--- config.mk ---
export PLATFORM = sky130hd
export DESIGN_NAME = instr_prefetch_queue_flat
export DESIGN_NICKNAME = d
export VERILOG_FILES = /design/src/rtl/instr_prefetch_queue_if.sv /design/src/rtl/instr_prefetch_queue.sv /design/src/flat_wrapper.sv
export SDC_FILE = /design/constraint.sdc
export NUM_CORES = 1
export LEC_CHECK = 0
export CORE_MARGIN = 2
export CORE_UTILIZATION = 50
export DETAILED_ROUTE_END_ITERATION = 6
export PLACE_DENSITY = 0.75
export REMOVE_ABC_BUFFERS = 1
export SLEW_MARGIN = 20
export SYNTH_ARGS = -nofsm -noshare
export SYNTH_HDL_FRONTEND = slang
export SYNTH_SLANG_ARGS = --single-unit
--- constraint.sdc ---
create_clock -name clk_i -period 2.8 [get_ports clk_i]
set_input_delay 0.42 -clock clk_i [delete_from_list [all_inputs] [get_ports clk_i]]
set_output_delay 0.42 -clock clk_i [all_outputs]
set_load 0.02 [all_outputs]
--- src/rtl/instr_prefetch_queue_if.sv ---
// Handshake bundle for the instruction prefetch queue: memory fetch port,
// IF/ID delivery port and the branch redirect from the MEM stage.
// master = the prefetch queue itself, slave = memory / pipeline side.
interface instr_prefetch_queue_if;
    logic        redirect_i;
    logic [31:0] redirect_pc_i;
    logic        mem_req_o;
    logic [31:0] mem_addr_o;
    logic        mem_gnt_i;
    logic        mem_rvalid_i;
    logic [31:0] mem_rdata_i;
    logic        valid_o;
    logic        ready_i;
    logic [31:0] instr_o;
    logic [31:0] pc_plus4_o;

    modport master (
        input  redirect_i, redirect_pc_i, mem_gnt_i, mem_rvalid_i, mem_rdata_i, ready_i,
        output mem_req_o, mem_addr_o, valid_o, instr_o, pc_plus4_o
    );

    modport slave (
        output redirect_i, redirect_pc_i, mem_gnt_i, mem_rvalid_i, mem_rdata_i, ready_i,
        input  mem_req_o, mem_addr_o, valid_o, instr_o, pc_plus4_o
    );
endinterface

--- src/rtl/instr_prefetch_queue.sv ---
// Instruction prefetch queue: issues sequential word fetches (one in flight),
// buffers {instr, pc+4} in a DEPTH-entry FIFO and hands them to IF/ID under a
// valid/ready stall handshake. A redirect flushes the queue and restarts
// fetch at the branch target; a response still in flight is dropped.
// Optional macro PREFETCH_BYPASS_EN: forward a response straight to the
// outputs when the FIFO is empty and IF/ID is ready (zero-cycle latency).
module instr_prefetch_queue #(
    parameter int          DEPTH    = 4,
    parameter logic [31:0] RESET_PC = 32'h0000_0000
) (
    input  logic                   clk_i,
    input  logic                   rst_n,
    instr_prefetch_queue_if.master bus
);
    localparam int            AW       = $clog2(DEPTH);
    localparam logic [AW:0]   FULL_CNT = (AW+1)'(DEPTH);

    typedef enum logic [1:0] {ST_IDLE, ST_WAIT, ST_DROP} state_t;

    state_t        state_reg, state_next;
    logic [31:0]   fetch_pc_reg, fetch_pc_next;
    logic [AW:0]   count_reg, count_next;
    logic [AW-1:0] rd_ptr_reg, wr_ptr_reg;
    logic [31:0]   instr_mem [DEPTH];
    logic [31:0]   pc4_mem   [DEPTH];
    logic [31:0]   last_instr_reg, last_pc4_reg;
    logic          grant, rsp, push, pop, bypass, fifo_nonempty;

    assign fifo_nonempty = (count_reg != '0);

    // A slot is reserved at request time, so only request while not full.
    assign bus.mem_req_o  = rst_n && (state_reg == ST_IDLE) && (count_reg < FULL_CNT)
                            && !bus.redirect_i;
    assign bus.mem_addr_o = fetch_pc_reg;
    assign grant          = bus.mem_req_o && bus.mem_gnt_i;
    assign rsp            = (state_reg == ST_WAIT) && bus.mem_rvalid_i && !bus.redirect_i;

`ifdef PREFETCH_BYPASS_EN
    assign bypass = rsp && !fifo_nonempty && bus.ready_i;
`else
    assign bypass = 1'b0;
`endif

    assign push        = rsp && !bypass;
    // The head is never consumed in a redirect cycle.
    assign pop         = fifo_nonempty && bus.ready_i && !bus.redirect_i;
    assign bus.valid_o = (fifo_nonempty && !bus.redirect_i) || bypass;

    // Output mux: forwarded word, FIFO head, or last shown value when empty.
    always_comb begin
        bus.instr_o    = last_instr_reg;
        bus.pc_plus4_o = last_pc4_reg;
        if (bypass) begin
            bus.instr_o    = bus.mem_rdata_i;
            bus.pc_plus4_o = fetch_pc_reg;
        end else if (fifo_nonempty) begin
            bus.instr_o    = instr_mem[rd_ptr_reg];
            bus.pc_plus4_o = pc4_mem[rd_ptr_reg];
        end
    end

    // Next-state and fetch address; redirect takes precedence over grant.
    always_comb begin
        state_next    = state_reg;
        fetch_pc_next = fetch_pc_reg;
        case (state_reg)
            ST_IDLE: if (grant) state_next = ST_WAIT;
            ST_WAIT: begin
                if (bus.mem_rvalid_i)     state_next = ST_IDLE;
                else if (bus.redirect_i)  state_next = ST_DROP;
            end
            ST_DROP: if (bus.mem_rvalid_i) state_next = ST_IDLE;
            default: state_next = ST_IDLE;
        endcase
        if (bus.redirect_i)
            fetch_pc_next = bus.redirect_pc_i & 32'hFFFF_FFFC;
        else if (grant)
            fetch_pc_next = fetch_pc_reg + 32'd4;
    end

    // Occupancy: flush on redirect, otherwise track push/pop.
    always_comb begin
        count_next = count_reg;
        if (bus.redirect_i)
            count_next = '0;
        else if (push && !pop)
            count_next = count_reg + 1'b1;
        else if (pop && !push)
            count_next = count_reg - 1'b1;
    end

    // Control state, pointers and last-shown output registers.
    always_ff @(posedge clk_i or negedge rst_n) begin
        if (!rst_n) begin
            state_reg      <= ST_IDLE;
            fetch_pc_reg   <= RESET_PC;
            count_reg      <= '0;
            rd_ptr_reg     <= '0;
            wr_ptr_reg     <= '0;
            last_instr_reg <= '0;
            last_pc4_reg   <= '0;
        end else begin
            state_reg      <= state_next;
            fetch_pc_reg   <= fetch_pc_next;
            count_reg      <= count_next;
            last_instr_reg <= bus.instr_o;
            last_pc4_reg   <= bus.pc_plus4_o;
            if (bus.redirect_i) begin
                rd_ptr_reg <= '0;
                wr_ptr_reg <= '0;
            end else begin
                if (push) wr_ptr_reg <= wr_ptr_reg + 1'b1;
                if (pop)  rd_ptr_reg <= rd_ptr_reg + 1'b1;
            end
        end
    end

    // FIFO storage; fetch_pc already holds the granted address plus 4.
    always_ff @(posedge clk_i) begin
        if (push) begin
            instr_mem[wr_ptr_reg] <= bus.mem_rdata_i;
            pc4_mem[wr_ptr_reg]   <= fetch_pc_reg;
        end
    end
endmodule
--- src/flat_wrapper.sv ---
// flat-port wrapper written by rule: the top's interface ports become plain ports
module instr_prefetch_queue_flat 
#(
    parameter int          DEPTH    = 4,
    parameter logic [31:0] RESET_PC = 32'h0000_0000
)
  (clk_i, rst_n, bus_redirect_i, bus_redirect_pc_i, bus_mem_gnt_i, bus_mem_rvalid_i, bus_mem_rdata_i, bus_ready_i, bus_mem_req_o, bus_mem_addr_o, bus_valid_o, bus_instr_o, bus_pc_plus4_o);
  instr_prefetch_queue_if bus_i ();
  input  logic clk_i;
  input  logic rst_n;
  input wire logic [$bits(bus_i.redirect_i)-1:0] bus_redirect_i;
  input wire logic [$bits(bus_i.redirect_pc_i)-1:0] bus_redirect_pc_i;
  input wire logic [$bits(bus_i.mem_gnt_i)-1:0] bus_mem_gnt_i;
  input wire logic [$bits(bus_i.mem_rvalid_i)-1:0] bus_mem_rvalid_i;
  input wire logic [$bits(bus_i.mem_rdata_i)-1:0] bus_mem_rdata_i;
  input wire logic [$bits(bus_i.ready_i)-1:0] bus_ready_i;
  output wire logic [$bits(bus_i.mem_req_o)-1:0] bus_mem_req_o;
  output wire logic [$bits(bus_i.mem_addr_o)-1:0] bus_mem_addr_o;
  output wire logic [$bits(bus_i.valid_o)-1:0] bus_valid_o;
  output wire logic [$bits(bus_i.instr_o)-1:0] bus_instr_o;
  output wire logic [$bits(bus_i.pc_plus4_o)-1:0] bus_pc_plus4_o;
  assign bus_i.redirect_i = bus_redirect_i;
  assign bus_i.redirect_pc_i = bus_redirect_pc_i;
  assign bus_i.mem_gnt_i = bus_mem_gnt_i;
  assign bus_i.mem_rvalid_i = bus_mem_rvalid_i;
  assign bus_i.mem_rdata_i = bus_mem_rdata_i;
  assign bus_i.ready_i = bus_ready_i;
  assign bus_mem_req_o = bus_i.mem_req_o;
  assign bus_mem_addr_o = bus_i.mem_addr_o;
  assign bus_valid_o = bus_i.valid_o;
  assign bus_instr_o = bus_i.instr_o;
  assign bus_pc_plus4_o = bus_i.pc_plus4_o;
  instr_prefetch_queue #(.DEPTH(DEPTH), .RESET_PC(RESET_PC)) u_core (.clk_i(clk_i), .rst_n(rst_n), .bus(bus_i));
endmodule
[After elaboration in Yosys (flattened, before gate mapping)]
Memories as Yosys holds them, arrays and structs flattened.
Index checks and enable logic that the tools add are counted.
Word-level totals
  logic and storage cells: 59
  memories kept: 2
  RAM bits: 256
  bits in registers: 105
  bits of input ports: 70
Memory list
  u_core.instr_mem: depth 4, width 32, rd ports 1, clocked after Yosys merged registers in 0, write ports 1, RTL line instr_prefetch_queue.sv:24  | logic [31:0] instr_mem [DEPTH];
  u_core.pc4_mem: depth 4, width 32, rd ports 1, clocked after Yosys merged registers in 0, write ports 1, RTL line instr_prefetch_queue.sv:25  | logic [31:0] pc4_mem [DEPTH];
Operators by class
  muxes and demuxes: 18
  magnitude comparators: 1
  add/subtract/negate cells: 5
  equality and inequality tests: 5
  reduce and logical (&&, ||, !) cells: 21
Operators with widths (count)
  $mux W32: 4
  $add A32 B3 Y32 const B: 1
  $mux W2: 8
  $logic_and A1 B1 Y1: 11
  $mux W3: 3
  $pmux W2 S3: 1
  $reduce_bool A2 Y1: 3
  $reduce_bool A3 Y1: 2
  $add A2 B1 Y2 const B: 2
  $add A3 B1 Y3 const B: 1
  $logic_not A1 Y1: 3
  $lt A3 B3 Y1 const B: 1
  $ne A3 B3 Y1 const B: 1
  $reduce_and A3 Y1: 1
  $sub A3 B1 Y3 const B: 1
  $eq A2 B1 Y1 const B: 1
  $eq A2 B2 Y1 const B: 1
  $logic_not A2 Y1: 1
  $mux W1: 2
  $ne A2 B1 Y1 const B: 1
  $ne A2 B2 Y1 const B: 1

[Depth between registers and ports, before layout]
Gate-level depths: netlist (run 1).
  depth after elaboration: 8
  gate-level depth with buffers: 8
  depth with buffers taken out: 8

[Worst setup path before layout (run 1)]
No wires, ideal clock.
  path type: reg2reg
  start point: register u_core.state_reg[1]
  end point: memory u_core.instr_mem[0][0], enable pin
  library setup time: 0.427 ns
  arrival: 2.395 ns
  stages on the path, launching flop included: 4
  required time: 2.373 ns
  setup slack: -0.022 ns
  buffers on the path: 0
  path through: dfrtp_1 -> nand3b_1 -> nor2_1 -> and2_1
On the way
  word-level cells in the longest chain between the ends: 5
Ends and longest elaborated chain
  start, declared: RTL line instr_prefetch_queue.sv:20  | state_t state_reg, state_next;
  start signal, assigned: RTL line instr_prefetch_queue.sv:103  | state_reg <= state_next;
  $eq A2 B1 Y1: RTL line instr_prefetch_queue.sv:36  | assign rsp = (state_reg == ST_WAIT) && bus.mem_rvalid_i && !bus.redirect_i;
  $logic_and A1 B1 Y1 (2 in a row): RTL line instr_prefetch_queue.sv:36
  $mux W1: RTL line instr_prefetch_queue.sv:120  | if (push) begin
  $mux W1 (not written as such): RTL line instr_prefetch_queue.sv:121  | instr_mem[wr_ptr_reg] <= bus.mem_rdata_i;
  end, declared: RTL line instr_prefetch_queue.sv:24
Every way passes these cells.

[Worst setup path after layout (run 1)]
  start point: register u_core.rd_ptr_reg[0]
  end point: output port bus_pc_plus4_o[16]
On the way
  word-level cells in the longest chain between the ends: 2
Ends and longest elaborated chain
  start, declared: RTL line instr_prefetch_queue.sv:23  | logic [AW-1:0] rd_ptr_reg, wr_ptr_reg;
  start signal, assigned: RTL line instr_prefetch_queue.sv:113  | if (pop) rd_ptr_reg <= rd_ptr_reg + 1'b1;
  $mem_v2 Z4 W32
  $mux W32: RTL line instr_prefetch_queue.sv:56  | end else if (fifo_nonempty) begin
  end, declared: RTL line flat_wrapper.sv:21  | output wire logic [$bits(bus_i.pc_plus4_o)-1:0] bus_pc_plus4_o;
Every way passes these cells.

==> out/summary.txt, run 1 <==
Status: finished with violations
Failing checks: setup timing
Leakage: 6.22 nW
GRT Util Overall: 20.4%
Critical path's top delay family: multiplexers
Slew headroom: 30.5%
Number of routed nets with antenna violations: 0
Die width: 170 um
Synth Warn #: 0
Slowest-stage cell, CP: dfrtp_4
Hold WS: 70.0 ps
CP peak stage delay: 520 ps
Global-route wire length before repair: 44300 um
Non-Filler Instances: 1314
Register area share after synthesis: 73.0%
Clk sink count: 351
Final hold viol count: 0
Power per cell area: 994 nW/um2
Max-cap violations: 0
Setup Viol. Count Final: 1
Top cell by count, worst path: buf_6
Remaining global-route overflow: 0
Die Span Y: 170 um
Reg clk slew, reported paths: 60 ps
Synth async-reset ratio: 29.3%
I/O pin total: 168
Vias in the first global route: 7599
Crit end category: output pin
Post-Syn Instances: 739
Total Neg Setup Slack: -1.82 ps
First-pass iteration count of the detailed router: 5
Num rows: 60
Root Buffer: clkbuf_16
Vias/cell: 5.72
Required @ worst endpoint: 2380 ps
RSZ-0062 raised after global routing: yes
CTS tree: built
Initial antenna violation count: 0
WP data arrival: 2380 ps
Unique masters post-synth: 55
Initial core utilization: 50.9%
Most frequent cells in the layout: 248 x edfxtp_1, 100 x dfrtp_1, 99 x clkdlybuf4s50_1
TritonCTS Buffers: 37
Drt total wl: 29100 um
Clock skew: 23.8 ps
Final setup margin: -1.82 ps
Biggest register: u_core.instr_mem
Largest net degree at the start of global routing: 104
Core area: 27000 um2
DP Cell Count: 1230
Startpoint class of the critical path: flip-flop
WP buf/inv: 5
Max reg flops: 128
Area Overhead vs Synth: 26.5%
Kind of critical path: reg2out
Final net count: 1020
Post-synth EDFFs: 248
Peak VDD IR: 0.456 mV
Clock latency on the worst-skew pair: 510 ps
Detailed Place HPWL: 17400 um
Slew @ Worst Pin: 1040 ps
Post-synth top area cell: edfxtp_1
Die ar.: 28800 um2
CTS Buffer Depth: 3
Tmin final: 2800 ps
DR DRC count: 0
Post-layout util: 64.5%
H-tree levels: 2
Slew Limit Fails: 0
GP Congestion: 0.811
Netlist Area Pre-Place: 13700 um2
Most common cell after layout, fill and taps aside: edfxtp_1
Largest regs: u_core.instr_mem (128), u_core.pc4_mem (120)
Worst-path fanout max: 5
I/O Buffers: 163
Share of layout cells above drive strength 1: 29.5%
Crit-path cells: buf_6, buf_8, buf_12, buf_6, mux4_2, mux2_4, buf_6
F_max: 357 MHz
Top_reg_cell synth: edfxtp_1
Via count: 7521
Fill cells: 1875
Routed length per instance: 22.2 um
Synth top area share: 54.2%
Syn Area/Cell: 18.6 um2
Number of synthesized register bits: 351
Inserted Diodes: 0
Final period util: 100%
Synth area leaders: edfxtp_1 54%, dfrtp_1 19%, mux4_2 10%
Hold WC Path Type: in2async
Initial DRC Count: 585
## area by class of cell
type / count / area [um2] / share of cell area, %
multi-input combinational: 339 / 3510 / 20.2
timing repair buffer: 205 / 2140 / 12.3
sequential: 351 / 10000 / 57.8
clock buffer: 53 / 1080 / 6.21
tap: 341 / 427 / 2.46
inverter: 10 / 37.5 / 0.216
clock inverter: 15 / 149 / 0.857
## Yosys cell counts, types with 6 or more instances
| master | n |
|---|---|
| o211ai_1 | 11 |
| mux4_2 | 62 |
| nand3_1 | 25 |
| dfrtp_1 | 103 |
| mux2_2 | 62 |
| and2_1 | 17 |
| nand2_1 | 34 |
| a21oi_1 | 7 |
| a31oi_1 | 6 |
| clkbuf_1 | 17 |
| o21ai_0 | 16 |
| edfxtp_1 | 248 |
| buf_2 | 18 |
| and3_1 | 7 |
| nor2_1 | 17 |
| inv_1 | 10 |
| nand4_1 | 8 |
| o311ai_0 | 8 |
## layer usage
layer / up-vias / routed length (um) / global-route usage (%) / share of wire, %
li1: 3343 / - / - / -
met1: 3897 / 12700 / 28.8 / 44
met2: 242 / 14000 / 32.7 / 48
met3: 39 / 1970 / 4.90 / 6.8
met4: 0 / 427 / 4.72 / 1.5
met5: - / 0 / 0 / 0
## stage by stage
stage                     setup WS, ps  power [W]  cell area (um2)
after CTS                        -79.5     0.0172            17300
after floorplan                  -3220    0.00915            13500
after global routing             -64.2     0.0180            17400
final                            -1.82     0.0173            17400
after global placement             186     0.0124            16000
after detailed placement           161     0.0125            16000
## path summary, 6_finish.rpt
path	end	start	cells after the start	slack, ps
worst max-delay path	bus_pc_plus4_o[16]	u_core.rd_ptr_reg[0]$_DFFE_PN0P_	7	-2
worst min-delay path	u_core.last_instr_reg[21]$_DFF_PN0_	rst_n	2	70
worst max register to register	u_core.bus.mem_addr_o[28]$_DFFE_PN0P_	u_core.bus.mem_addr_o[2]$_DFFE_PN0P_	6	650
worst min register to register	u_core.last_pc4_reg[1]$_DFF_PN0_	u_core.last_pc4_reg[1]$_DFF_PN0_	1	480
max in group asynchronous	u_core.rd_ptr_reg[1]$_DFFE_PN0P_	rst_n	2	2200
min in group clk_i	u_core.bus.mem_addr_o[30]$_DFFE_PN0P_	bus_redirect_pc_i[30]	3	450
## cells by family (layout without fill, tap and decap cells)
kind of cell             count (synthesis)  count (layout)  synth area share, %
flip-flops                             351             351                 73.0
other                                    1               2               0.0273
XOR/XNOR                                 7               7                0.447
AO/OA/AOI/OAI                           61              61                 3.05
multiplexers                           127             127                 15.5
buffers and inverters                   50             283                 1.87
adder cells (fa/ha/maj)                  6               6                0.601
AND/OR/NAND/NOR                        136             136                 5.51
## power breakdown
group	internal, W	switching [W]
Combinational	0.00285	0.00305
Clock	0.00296	0.00190
Sequential	0.00621	0.000309
## what timing repair did
item                       4_1_cts  5_1_grt
setup endpoints to repair       64       38
pin swaps                        1        0
hold buffers                     0        0
cloned                           3        2
gates resized for setup        207       40
setup buffers                   11        1
(Power assumes the default switching activity.)
==> run 2: changes to the inputs <==
--- a/config.mk
+++ b/config.mk
@@ -5,10 +5,11 @@
 export SDC_FILE = /design/constraint.sdc
 export NUM_CORES = 1
 export LEC_CHECK = 0
+export ABC_AREA = 1
 export CORE_MARGIN = 2
 export CORE_UTILIZATION = 50
 export DETAILED_ROUTE_END_ITERATION = 6
-export PLACE_DENSITY = 0.75
+export PLACE_DENSITY = 0.74
 export REMOVE_ABC_BUFFERS = 1
 export SLEW_MARGIN = 20
 export SYNTH_ARGS = -nofsm -noshare
==> out/summary.txt, run 2 <==
Total Neg Setup Slack: 0 ps (was -1.82 ps)
Initial antenna violation count: 0 (unchanged)
Clk sink count: 351 (unchanged)
Place WS: 266 ps (was 161 ps)
Reg clk slew, reported paths: 60 ps (about the same)
Syn Area/Cell: 11.1 um2 (was 18.6 um2)
WP data arrival: 2270 ps (was 2380 ps)
Largest regs: u_core.instr_mem (128), u_core.pc4_mem (120) (unchanged)
Initial core utilization: 51.2% (was 50.9%)
Fill cells: 2183 (was 1875)
Most common cell after layout, fill and taps aside: nor2_1 (was edfxtp_1)
Slew Limit Fails: 0 (unchanged)
Slowest-stage cell, CP: dfrtp_1 (was dfrtp_4)
Worst-path fanout max: 12 (was 5)
CTS tree: built (unchanged)
Simple-Gate Fraction of Synth Area: 16.5% (was 5.51%)
Overall power: 0.0174 W (was 0.0173 W)
Multi-input logic area: 3840 um2 (was 3510 um2)
Status: complete, no violations (was finished with violations)
Detailed Place HPWL: 20900 um (was 17400 um)
GRT Util Overall: 22.7% (was 20.4%)
Slew headroom: 43.6% (was 30.5%)
Unique masters post-synth: 35 (was 55)
Top cell by count, worst path: buf_4 (was buf_6)
TritonCTS Buffers: 37 (unchanged)
I/O Buffers: 163 (unchanged)
DP Cell Count: 1801 (was 1230)
Hold WC Path Type: in2async (unchanged)
Clock skew: 10.6 ps (was 23.8 ps)
Die ar.: 30100 um2 (was 28800 um2)
Post-synth EDFFs: 248 (unchanged)
Area Overhead vs Synth: 24.1% (was 26.5%)
Crit-path cells: inv_2, nand3_4, buf_4, buf_4, a31oi_1, clkdlybuf4s15_1 (was buf_6, buf_8, buf_12, buf_6, mux4_2, mux2_4, buf_6)
Top-count cell post-synth: nor2_1 (was edfxtp_1)
Synth cell count leaders: 356 x nor2_1, 248 x edfxtp_1, 149 x nand2_1 (was 248 x edfxtp_1, 103 x dfrtp_1, 62 x mux2_2, 62 x mux4_2, 34 x nand2_1)
Most frequent cells in the layout: 352 x nor2_1, 248 x edfxtp_1, 149 x nand2_1 (was 248 x edfxtp_1, 100 x dfrtp_1, 99 x clkdlybuf4s50_1)
Tmin final: 2690 ps (was 2800 ps)
Biggest register: u_core.instr_mem (unchanged)
Die width: 173 um (was 170 um)
Clock latency on the worst-skew pair: 520 ps (was 510 ps)
Inserted Diodes: 0 (unchanged)
Synth Area in Adders: 0.576% (was 0.601%)
Reg-to-reg slack, setup: 790 ps (was 650 ps)
Non-Filler Instances: 1876 (was 1314)
Final net count: 1546 (was 1020)
Final period util: 96.0% (was 100%)
Worst r2r path cells: 9 (was 6)
Largest net degree at the start of global routing: 60 (was 104)
CTS Buffer Depth: 3 (unchanged)
Share of layout cells above drive strength 1: 9.35% (was 29.5%)
Startpoint class of the critical path: flip-flop (unchanged)
Critical path's top delay family: buffers and inverters (was multiplexers)
Number of synthesized register bits: 351 (unchanged)
Core area: 28000 um2 (was 27000 um2)
Final setup margin: 111 ps (was -1.82 ps)
Post-synth top area cell: edfxtp_1 (unchanged)
Max-cap violations: 0 (unchanged)
H-tree levels: 2 (unchanged)
Synth area leaders: edfxtp_1 52%, dfrtp_1 18%, nor2_1 9.3% (was edfxtp_1 54%, dfrtp_1 19%, mux4_2 10%)
I/O pin total: 168 (unchanged)
Synth Warn #: 0 (unchanged)
Max reg flops: 128 (unchanged)
Die Span Y: 173 um (was 170 um)
Leakage: 6.64 nW (was 6.22 nW)
R2r endpoint: u_core.count_reg[1]$_DFFE_PN0P_ (was u_core.bus.mem_addr_o[28]$_DFFE_PN0P_)
First-pass iteration count of the detailed router: 5 (unchanged)
Setup Viol. Count Final: 0 (was 1)
Initial DRC Count: 882 (was 585)
Vias in the first global route: 9905 (was 7599)
Post-Syn Instances: 1292 (was 739)
Required @ worst endpoint: 2380 ps (about the same)
Number of routed nets with antenna violations: 0 (unchanged)
Synth async-reset ratio: 29.3% (unchanged)
Via count: 10021 (was 7521)
Drt total wl: 34000 um (was 29100 um)
Synth Area in Compound Gates: 8.54% (was 3.05%)
Reg-to-Reg Start: u_core.count_reg[2]$_DFFE_PN0P_ (was u_core.bus.mem_addr_o[2]$_DFFE_PN0P_)
F_max: 372 MHz (was 357 MHz)
Post-layout util: 63.5% (was 64.5%)
Vias/cell: 5.34 (was 5.72)
GP Congestion: 0.900 (was 0.811)
Largest family of logic cells by synthesized area: simple AND/OR/NAND/NOR gates (was multiplexers)
Slew @ Worst Pin: 846 ps (was 1040 ps)
Register area share after synthesis: 69.9% (was 73.0%)
Synth top area share: 51.9% (was 54.2%)
WP buf/inv: 4 (was 5)
Final hold viol count: 0 (unchanged)
Kind of critical path: reg2out (unchanged)
DR DRC count: 0 (unchanged)
Flip-flop and latch area: 10000 um2 (about the same)
Peak VDD IR: 0.582 mV (was 0.456 mV)
CP peak stage delay: 430 ps (was 520 ps)
Post-CTS Hold Buffers: 0 (unchanged)
RSZ-0062 raised after global routing: no (was yes)
Num rows: 61 (was 60)
Global-route wire length before repair: 53400 um (was 44300 um)
Top_reg_cell synth: edfxtp_1 (unchanged)
Power per cell area: 979 nW/um2 (was 994 nW/um2)
Netlist Area Pre-Place: 14300 um2 (was 13700 um2)
Crit end category: output pin (unchanged)
Routed length per instance: 18.1 um (was 22.2 um)
Xor/xnor share of the synthesized area: 0.733% (was 0.447%)
Root Buffer: clkbuf_16 (unchanged)
Remaining global-route overflow: 0 (unchanged)
Mux contribution to synthesized area: 0% (was 15.5%)
## run 2: final cells by class
type | count | share of cell area, %
clock buffer | 48 | 5.55
clock inverter | 19 | 0.956
inverter | 55 | 1.17
multi-input combinational | 823 | 21.6
sequential | 351 | 56.4
tap | 378 | 2.66
timing repair buffer | 202 | 11.7
## run 2: cells by family after synthesis
group           Yosys count
xor+xnor                 12
compound gates          222
fa+ha+maj                 6
flops                   351
buf+inv                 120
other cells               1
simple gates            580
## run 2: layer usage
metal	track usage (%)	vias to the layer above	routed length (um)
li1	-	4790	-
met1	29.9	4843	14600
met2	38.3	333	16400
met3	4.23	55	2220
met4	7.20	0	724
met5	0	-	0
## run 2: per-stage QoR
| stage | hold WS (ps) | area, um2 |
|---|---|---|
| after global routing | 158 | 17800 |
| final | 95.0 | 17800 |
| after detailed placement | 473 | 16600 |
| after floorplan | 124 | 14000 |
| after CTS | 113 | 17800 |
| after global placement | 454 | 16600 |
## run 2: power by group
part	total (W)	internal, W	switching (W)
Sequential	0.00659	0.00623	0.000361
Clock	0.00469	0.00277	0.00192
Combinational	0.00614	0.00225	0.00389
Total	0.0174	0.0112	0.00617
## run 2: repair_timing
item	CTS	global route
pin swaps	1	0
gates resized for setup	62	2
cloned	1	0
endpoints found under the setup margin	60	2
buffers inserted	7	0
## run 2: how the worst max path moves through the flow
stage	startpoint	end	slack [ps]	cells after the start
after CTS	u_core.count_reg[2]$_DFFE_PN0P_	bus_pc_plus4_o[14]	80	6
after detailed placement	u_core.count_reg[0]$_DFFE_PN0P_	bus_pc_plus4_o[14]	270	5
after floorplan	u_core.rd_ptr_reg[0]$_DFFE_PN0P_	bus_instr_o[28]	-1340	5
after global placement	u_core.rd_ptr_reg[0]$_DFFE_PN0P_	bus_instr_o[23]	320	6
final	u_core.count_reg[2]$_DFFE_PN0P_	bus_pc_plus4_o[14]	110	6
after global routing	u_core.count_reg[2]$_DFFE_PN0P_	bus_valid_o	4	7
==> run 3: changes to the inputs <==
--- a/config.mk
+++ b/config.mk
@@ -9,6 +9,7 @@
 export CORE_MARGIN = 2
 export CORE_UTILIZATION = 50
 export DETAILED_ROUTE_END_ITERATION = 6
+export HOLD_SLACK_MARGIN = 0.1
 export PLACE_DENSITY = 0.74
 export REMOVE_ABC_BUFFERS = 1
 export SLEW_MARGIN = 20
==> results of run 3 <==
No change in the layout: final DEF, timing and power equal those of run 2.
